--- src/rtl/pcss_link_rx_packer.sv ---
// PCSS chip-to-host receive stage: parity-checked 16-bit flits are packed four
// per 64-bit word, buffered in a FWFT FIFO and emitted as an AXI-stream master.
module pcss_link_rx_packer #(
  parameter int unsigned CHIPDATA_WIDTH = 16,
  parameter int unsigned DATA_WIDTH     = 64,
  parameter int unsigned FIFO_DEPTH     = 8,
  parameter int unsigned ERR_W          = 16
) (
  input  logic                      clk,
  input  logic                      rst_n,
  input  logic [CHIPDATA_WIDTH-1:0] link_data_in,
  input  logic                      link_valid,
  input  logic                      link_par,
  output logic                      link_ready,
  output logic                      link_err,
  input  logic                      tik,
  output logic [DATA_WIDTH-1:0]     M_AXIS_recv_tdata,
  output logic                      M_AXIS_recv_tvalid,
  output logic                      M_AXIS_recv_tlast,
  output logic [DATA_WIDTH/8-1:0]   M_AXIS_recv_tkeep,
  input  logic                      M_AXIS_recv_tready,
  output logic [ERR_W-1:0]          err_cnt,
  input  logic                      clr_err
);

  localparam int unsigned LANES     = DATA_WIDTH / CHIPDATA_WIDTH;
  localparam int unsigned LANE_W    = $clog2(LANES);
  localparam int unsigned KEEP_W    = DATA_WIDTH / 8;
  localparam int unsigned LANE_KEEP = CHIPDATA_WIDTH / 8;
  localparam int unsigned AW        = $clog2(FIFO_DEPTH);
  localparam int unsigned ENT_W     = DATA_WIDTH + KEEP_W + 1;

  localparam logic [AW:0]     CNT_FULL      = (AW+1)'(FIFO_DEPTH);
  localparam logic [AW:0]     CNT_READY_MAX = (AW+1)'(FIFO_DEPTH - 2);
  localparam logic [LANE_W:0] LANES_FULL    = (LANE_W+1)'(LANES);

  // Packer state
  logic [LANE_W-1:0]     lane_q, lane_d;
  logic [DATA_WIDTH-1:0] word_q, word_d;
  logic                  flush_pending_q, flush_pending_d;
  logic                  tik_dly_q, tik_dly_d;
  logic                  link_ready_q, link_ready_d;
  logic                  link_err_q, link_err_d;
  logic [ERR_W-1:0]      err_cnt_q, err_cnt_d;

  // FIFO state
  logic [ENT_W-1:0] mem_q [FIFO_DEPTH];
  logic [ENT_W-1:0] mem_d [FIFO_DEPTH];
  logic [AW-1:0]    wr_ptr_q, wr_ptr_d;
  logic [AW-1:0]    rd_ptr_q, rd_ptr_d;
  logic [AW:0]      count_q, count_d;

  // Datapath intermediates
  logic                  accept, par_ok, flit_good, flit_bad;
  logic                  flush_evt, flush_req;
  logic                  pop, can_push, push;
  logic [DATA_WIDTH-1:0] word_fill;
  logic [LANE_W:0]       lanes_fill;
  logic [KEEP_W-1:0]     push_keep;
  logic                  push_last;
  logic [ENT_W-1:0]      head;

  assign head = mem_q[rd_ptr_q];

  always_comb begin
    accept    = link_valid && link_ready_q;
    par_ok    = (link_par == ^link_data_in);
    flit_good = accept && par_ok;
    flit_bad  = accept && !par_ok;
    tik_dly_d = tik;
    flush_evt = tik_dly_q && !tik;
    flush_req = flush_evt || flush_pending_q;
    pop       = (count_q != '0) && M_AXIS_recv_tready;
    can_push  = (count_q != CNT_FULL) || pop;

    word_fill = word_q;
    if (flit_good) begin
      word_fill[32'(lane_q)*CHIPDATA_WIDTH +: CHIPDATA_WIDTH] = link_data_in;
    end
    lanes_fill = {1'b0, lane_q} + {{LANE_W{1'b0}}, flit_good};

    push_keep = '0;
    for (int unsigned i = 0; i < LANES; i++) begin
      if (i < 32'(lanes_fill)) begin
        push_keep[i*LANE_KEEP +: LANE_KEEP] = '1;
      end
    end

    // A completed word and a flush in the same cycle share one push; a flush
    // that finds no room is held pending and retried once a slot frees up.
    push            = 1'b0;
    push_last       = 1'b0;
    lane_d          = lanes_fill[LANE_W-1:0];
    word_d          = word_fill;
    flush_pending_d = 1'b0;
    if (lanes_fill == LANES_FULL) begin
      push      = 1'b1;
      push_last = flush_req;
      lane_d    = '0;
      word_d    = '0;
    end else if (flush_req && (lanes_fill != '0)) begin
      if (can_push) begin
        push      = 1'b1;
        push_last = 1'b1;
        lane_d    = '0;
        word_d    = '0;
      end else begin
        flush_pending_d = 1'b1;
      end
    end
  end

  always_comb begin
    mem_d    = mem_q;
    wr_ptr_d = wr_ptr_q;
    rd_ptr_d = rd_ptr_q;
    count_d  = count_q;
    if (push) begin
      mem_d[wr_ptr_q] = {push_last, push_keep, word_fill};
      wr_ptr_d        = wr_ptr_q + 1'b1;
    end
    if (pop) begin
      rd_ptr_d = rd_ptr_q + 1'b1;
    end
    case ({push, pop})
      2'b10:   count_d = count_q + 1'b1;
      2'b01:   count_d = count_q - 1'b1;
      default: count_d = count_q;
    endcase
  end

  always_comb begin
    link_ready_d = (count_d <= CNT_READY_MAX) && !flush_pending_d;
    link_err_d   = flit_bad;
    err_cnt_d    = err_cnt_q;
    if (clr_err) begin
      err_cnt_d = '0;
    end else if (flit_bad && (err_cnt_q != '1)) begin
      err_cnt_d = err_cnt_q + 1'b1;
    end
  end

  always_ff @(posedge clk or negedge rst_n) begin
    if (!rst_n) begin
      lane_q          <= '0;
      word_q          <= '0;
      flush_pending_q <= 1'b0;
      tik_dly_q       <= 1'b0;
      link_ready_q    <= 1'b0;
      link_err_q      <= 1'b0;
      err_cnt_q       <= '0;
      mem_q           <= '{default: '0};
      wr_ptr_q        <= '0;
      rd_ptr_q        <= '0;
      count_q         <= '0;
    end else begin
      lane_q          <= lane_d;
      word_q          <= word_d;
      flush_pending_q <= flush_pending_d;
      tik_dly_q       <= tik_dly_d;
      link_ready_q    <= link_ready_d;
      link_err_q      <= link_err_d;
      err_cnt_q       <= err_cnt_d;
      mem_q           <= mem_d;
      wr_ptr_q        <= wr_ptr_d;
      rd_ptr_q        <= rd_ptr_d;
      count_q         <= count_d;
    end
  end

  assign link_ready         = link_ready_q;
  assign link_err           = link_err_q;
  assign err_cnt            = err_cnt_q;
  assign M_AXIS_recv_tvalid = (count_q != '0);
  assign M_AXIS_recv_tdata  = head[DATA_WIDTH-1:0];
  assign M_AXIS_recv_tkeep  = head[DATA_WIDTH +: KEEP_W];
  assign M_AXIS_recv_tlast  = head[ENT_W-1];

endmodule
--- config.mk ---
export PLATFORM = sky130hd
export DESIGN_NAME = pcss_link_rx_packer
export DESIGN_NICKNAME = d
export VERILOG_FILES = /design/src/rtl/pcss_link_rx_packer.sv
export SDC_FILE = /design/constraint.sdc
export NUM_CORES = 1
export LEC_CHECK = 0
export CAP_MARGIN = 20
export CORE_MARGIN = 3
export CORE_UTILIZATION = 40
export DETAILED_ROUTE_END_ITERATION = 6
export GPL_TIMING_DRIVEN = 0
export PLACE_DENSITY = 0.59
export RECOVER_POWER = 25
export SKIP_CTS_REPAIR_TIMING = 1
export SLEW_MARGIN = 20
export SYNTH_ARGS = -nofsm -noshare
export SYNTH_HDL_FRONTEND = slang
export SYNTH_SLANG_ARGS = --single-unit
export TNS_END_PERCENT = 1
--- constraint.sdc ---
create_clock -name clk -period 10 [get_ports clk]
set_clock_uncertainty 0.2 [all_clocks]
set_input_delay 2 -clock clk [delete_from_list [all_inputs] [get_ports clk]]
set_output_delay 2 -clock clk [all_outputs]
set_load 0.05 [all_outputs]
==> results.md <==
- Run status: complete, but fails checks
- Violated checks: max-capacitance violations, max-slew violations
- Critical Path Max Stage Delay: roughly 800 ps
- Hold Crit Class: reg2reg
- Synth top area cells: dfrtp_1, mux4_2, a21oi_1, nor2_1, mux2i_4
- Worst rel slew slack: -168.0%
- All-Layer GR Usage: 21.93%
- Clock Sinks: 648
- Top cell type's share of synthesized area: roughly 56%
- Minimum clock period: around 8300 ps
- Cells after Synth: about 2500
- DR WL/cell: about 22 um
- Layout area overhead: 16.89%
- Worst EP required: around 10000 ps
- # IOs: around 120
- Setup TNS: 0 ps
- WP data arrival: between 8000 and 9000 ps
- Endpoints failing hold: 0
- Worst-margin pin slew: ~4000 ps
- Vias in the first global route: around 22000
- Clk pwr share: between 20% and 30%
- Most used cell, CP: xnor2_1
- Synth area leader: dfrtp_1
- Clk slew on worst S/H paths: ~60 ps
- DR vias: 20770
- Async SR Flop Fraction: 100.0%
- R2r setup slk: slightly below 5000 ps
- Die Area: 75530 sq um
- CP Capture Point: mem_q[484]
- Largest net degree at the start of global routing: approximately 100
- Leak: 14.39 nW
- Via density: 5.558
- Setup violations, final: 0
- Min-delay src: mem_q[142]
- Global route overflow: 0
- CP max FO: 10
- Max_cap viols: 4
- Flop pwr share: roughly a third
- Internal power: 7.630 mW
- Netlist Area Pre-Place: ~29000 sq um
- Yosys reg bits: approximately 650
- Root buf cell: clkbuf_16
- Startpoint Class: primary input
- Most instantiated library cell after synthesis: dfrtp_1
- Switching share of power: between 30% and 40%
- Die X: ~270 um
- Starting Density: around 41%
- Synth unique cells: between 40 and 50
- Core box area: just over 70000 sq um
- Total power draw: ~13 mW
- Reg2reg start: link_ready
- First-pass GRT wire length: ~130000 um
- Num rows: 97
- Share of cells above drive strength 1: 14.13%
- H-tree levels: 3
- R2R cell count: 12
- DRC viols: 0
- Inst Count DP: between 3000 and 4000
- Ys Warns: 0
- Period utilisation layout: 82.79%
- First-iteration detailed-routing DRC count: ~1800
- Comb power frac: around 45%
- CTS buffer count: 71
- RSZ-0062 raised after global routing: no
- Syn avg cell area: ~11 sq um
- Final Util: ~48%
- Hold Crit Depth: 2
- CP max-delay cell: clkdlybuf4s50_1
- Clock Path Buffers: 3
- CTS tree: done
- Setup CP Type: in2reg
- Worst flop-to-flop path endpoint: mem_q[484]
- Skew-Pair Late Insertion Delay: between 600 and 700 ps
- Antenna violations before repair: 4
- Slew Limit Fails: between 300 and 400
- Pre-CTS setup slack: between 800 and 900 ps
- Die Y: roughly 270 um
- Crit path cell chain: clkdlybuf4s50_1 > xnor2_1 > xnor2_1 > xnor2_2 > xnor2_4 > xnor2_1 > nor2_1 > ha_1 > inv_1 > ha_1 > o22ai_1 > o21ai_1 > clkinv_1 > nor3_1 > clkbuf_1 > clkbuf_1 > a21oi_1
- Setup crit start: link_data_in[7]
- Most frequent cells after synthesis: dfrtp_1, nor2_1, a21oi_1
- Routability congestion estimate: 0.8296
- Syn_nets: roughly 2600
- Crit. End Element: flip-flop
- VDD IR max: about 290 uV
- HPWL Detailed: 55840 um
- Post-synth EDFFs: 0
- Number of port buffers: around 110
- Drt first pass iters: 5
- Psw: a little under 5 mW
- Peak Freq: 0.1208 GHz
- Main synth FF type: dfrtp_1
- Fin cells: 3737
- Final WS setup: 1721 ps
- Pwr/cell area: about 370 nW/um^2
- Routed WL: 81320 um
- Sequential-to-total area share from yosys stat: a little under three fifths
- Number of routed nets with antenna violations: 0
- Final layout net count: between 2000 and 3000
-- through the flow --
stage	hold WS, ps	area [sq um]
2_1_floorplan	240.9	28910
3_3_place_gp	255.9	31220
3_5_place_dp	263.9	31430
4_1_cts	277.3	33860
5_1_grt	295.1	33790
6_report	272.1	33790
-- flip-flops by register name, summed over array words and instances, names as in the netlist --
signal           count
mem_q              552
word_q              64
err_cnt             16
count_q              4
rd_ptr_q             3
wr_ptr_q             3
lane_q               2
flush_pending_q      1
link_err             1
link_ready           1
tik_dly_q            1
-- worst min path at each step --
stage / to / slack [ps]
global route: mem_q[142] / 300
CTS: mem_q[361] / 280
floorplan: mem_q[144] / 240
detailed placement: mem_q[436] / 260
global placement: mem_q[69] / 260
finish: mem_q[142] / 270
-- power by group through the flow --
stage / logic (mW) / clock network, mW / registers [mW]
6_report: 5.59 / 2.72 / 4.21
3_5_place_dp: 5.62 / 0 / 4.24
2_1_floorplan: 4.05 / 0 / 4.08
3_3_place_gp: 5.50 / 0 / 4.20
4_1_cts: 5.65 / 2.78 / 4.20
5_1_grt: 6.03 / 2.88 / 4.33
-- cell usage in the layout, fill, tap and decap left out, drive strengths merged, types with 39 or more instances in the layout --
cell / instances
dfrtp: 648
nor2: 595
a21oi: 523
clkbuf: 275
mux4: 138
clkdlybuf4s50: 111
nand2: 75
mux2: 74
mux2i: 69
and2: 68
o21ai: 39
-- kinds of logic (layout without fill, tap and decap cells) --
kind of cell	count (synthesis)	in the layout	share of synthesized area, %
flops	648	648	56.09
other cells	0	1	0
fa+ha+maj	15	15	0.6752
buf+inv	197	446	2.740
compound gates	578	578	10.14
xor+xnor	26	26	0.9046
mux	281	281	17.93
simple gates	802	802	11.52
-- critical path: cells and delay by family --
kind / cells / cell delay (ps)
XOR/XNOR: 5 / 1460
buffers and inverters: 5 / 2720
adder cells (fa/ha/maj): 2 / 570
AND/OR/NAND/NOR: 2 / 840
AO/OA/AOI/OAI: 3 / 920
-- final cells by class --
| cell class | count | area (sq um) |
|---|---|---|
| Antenna cell | 1 | 2.502 |
| Tap cell | 940 | 1176 |
| Inverter | 11 | 41.29 |
| Clock inverter | 18 | 264.0 |
| Timing Repair Buffer | 121 | 1259 |
| Sequential cell | 648 | 16220 |
| Clock buffer | 110 | 2167 |
| Buffer | 186 | 760.7 |
| Multi-Input combinational cell | 1702 | 11900 |
| Fill cell | 6339 | 36970 |
-- routing by layer --
layer	wire, um	GRT usage, %
met1	33860	29.06
met2	39310	35.63
met3	5346	4.867
met4	2783	7.977
met5	27	0
Power figures use the tool's default switching activity.
==> variant (same flow settings) <==
Register the output `err_cnt` once more, with the module's reset; this adds one clock of latency there. The other outputs are not delayed to match.
--- a/src/rtl/pcss_link_rx_packer.sv
+++ b/src/rtl/pcss_link_rx_packer.sv
@@ -171,5 +171,11 @@
   assign link_ready         = link_ready_q;
   assign link_err           = link_err_q;
-  assign err_cnt            = err_cnt_q;
+  always_ff @(posedge clk or negedge rst_n) begin
+    if (!rst_n) begin
+      err_cnt <= '0;
+    end else begin
+      err_cnt <= err_cnt_q;
+    end
+  end
   assign M_AXIS_recv_tvalid = (count_q != '0);
   assign M_AXIS_recv_tdata  = head[DATA_WIDTH-1:0];
Check against the original RTL: not equivalent (Yosys sat finds a counterexample within 4 cycles, from zero or initial values and one cycle with rst_n low).
==> variant against the unedited design <==
The flow still finishes with violations (max-capacitance violations, max-slew violations); design area rose by 6.3%; synthesized area rose by 7.8%; wire length rose by 33%; fmax fell by 3.5%; total power rose by 14%; sequential cell count rose by 16; worst setup slack got worse by 0.30 ns; critical path depth rose by 2; critical path type unchanged; largest power group unchanged.
==> variant: results (changes against the unedited design) <==
[route]
drt_iter0_drc = 2768  ; was 1797
drt_first_pass_iters = 6  ; was 5
drcViolationCount = 0  ; unchanged
via_count = 25600  ; was 20800
wl_per_cell_um = 27.8  ; was 21.8 µm

[global_route]
grt_first_pass_wirelength_um = 163000  ; was 127000 µm
grt_max_degree = 103  ; was 104
grt_use_total = 0.262  ; was 0.219
antenna_found_initial = 3  ; was 4

[cts]
clk_path_buf_depth = 3  ; unchanged
insertion_delay_ns = 0.63  ; was 0.61 ns
numCtsBuffers = 73  ; was 71
root_buffer = clkbuf_16  ; unchanged
clk_pin_slew_ns = 0.06  ; about the same
htreeDepth = 3  ; unchanged

[worst_setup_path]
max_stage_delay_ns = 0.90  ; was 0.80 ns
critPathMaxFanout = 10  ; unchanged
crit_arrival_ns = 8.90  ; was 8.53 ns
cpMaxStageDelayCell = clkbuf_1  ; was clkdlybuf4s50_1
rr_startpoint = link_ready  ; unchanged
crit_start = link_data_in[14]  ; was link_data_in[7]

[pwr]
switching_share = 0.436  ; was 0.391
ir_drop_v = 0.000252  ; was 0.000293 V
p_leak_nw = 15.1  ; was 14.4 nW

[min_path]
hold_start = err_cnt_q[6]  ; was mem_q[142]
hold_path.class = register to register  ; unchanged

[run_status]
violations = max-capacitance violations, max-slew violations  ; unchanged
status = finished, violations left  ; unchanged

[cells_and_area]
drive_gt1_frac = 0.182  ; was 0.141
fin_nets = 2858  ; was 2779
reg_top3 = mem_q x552, word_q x64
fillers = 7045  ; was 6339

[logic_synthesis]
synth_area_leaders = dfrtp_1, a31oi_1, mux4_2  ; was dfrtp_1, mux4_2, a21oi_1
synth_cell_type_count = 54  ; was 42
synth-async-reset-ratio = 1.00  ; unchanged
synth.net_count = 2672  ; was 2585
synth_ff_type = dfrtp_1  ; unchanged
synth_common_cells = dfrtp_1, a21oi_1, a31oi_1  ; was dfrtp_1, nor2_1, a21oi_1
ys_seq_area_frac = 0.533  ; was 0.561
ys_warn_count = 0  ; unchanged

[place]
numPortBuffers = 103  ; was 114
gp_congestion = 0.860  ; was 0.830
dp_hpwl_um = 73400  ; was 55800 µm
place_area_um2 = 33700  ; was 31400 µm²

[sta]
worstMarginPinSlew_ns = 4.51  ; was 4.02 ns
drv_slew = 374  ; was 344

[flow_run]
drv_cap = 4  ; unchanged

variant: routing by layer:
metal,wire (µm),GRT usage
met2,50900,0.411
met4,5030,0.121
met1,42700,0.356
met3,9850,0.0488
met5,13,0
variant: worst paths after layout:
check	cells after the start	end	slack [ns]
max	19	mem_q[371]	1.42
min	0	err_cnt[6]	0.23
max reg2reg	13	mem_q[371]	4.28
min reg2reg	0	err_cnt[6]	0.23
max in group asynchronous	4	mem_q[452]	2.22
min in group asynchronous	1	mem_q[195]	2.81
variant: layout make-up:
| cell class | instances | share of cell area |
|---|---|---|
| diodes | 2 | 0.000139 |
| multi-input cells | 1663 | 0.369 |
| clock buffers | 96 | 0.0561 |
| flip-flops and latches | 664 | 0.463 |
| clock inverters | 25 | 0.00829 |
| plain buffers | 286 | 0.0339 |
| repair buffers | 111 | 0.0316 |
| inverters | 21 | 0.00219 |
| well taps | 1030 | 0.0359 |
variant: stage by stage:
| stage | instances | util | hold slack [ns] | worst slack (ns) |
|---|---|---|---|---|
| 4_1_cts | 3895 | 0.470 | 0.213 | 1.63 |
| 2_1_floorplan | 2634 | - | 0.179 | 3.63 |
| 5_1_grt | 3896 | 0.469 | 0.237 | 1.16 |
| 3_3_place_gp | 3767 | 0.437 | 0.201 | -21.90 |
| 3_5_place_dp | 3774 | 0.440 | 0.201 | 1.00 |
| 6_report | 3898 | 0.469 | 0.229 | 1.42 |
variant: worst max-delay path, delay by kind of cell:
kind / cells / cell delay [ns]
AO/OA/AOI/OAI: 3 / 0.56
buffers and inverters: 8 / 4.01
adder cells (fa/ha/maj): 2 / 0.46
XOR/XNOR: 3 / 1.10
AND/OR/NAND/NOR: 3 / 0.71
variant: power groups by stage:
stage / clock network (mW) / registers [mW] / logic [mW]
3_3_place_gp: 0 / 4.40 / 6.94
5_1_grt: 2.82 / 4.53 / 7.52
4_1_cts: 2.70 / 4.40 / 7.10
3_5_place_dp: 0 / 4.43 / 7.08
6_report: 2.68 / 4.43 / 7.10
2_1_floorplan: 0 / 4.24 / 4.92
variant: kinds of logic (layout without fill, tap and decap cells):
family | Yosys count | in the layout | synth area share
AO/OA/AOI/OAI | 1212 | 1212 | 0.229
XOR/XNOR | 20 | 20 | 0.00839
adder cells (fa/ha/maj) | 15 | 15 | 0.00626
buffers and inverters | 307 | 539 | 0.0413
flip-flops | 664 | 664 | 0.533
multiplexers | 240 | 240 | 0.136
other | 0 | 2 | 0
AND/OR/NAND/NOR | 176 | 176 | 0.0455
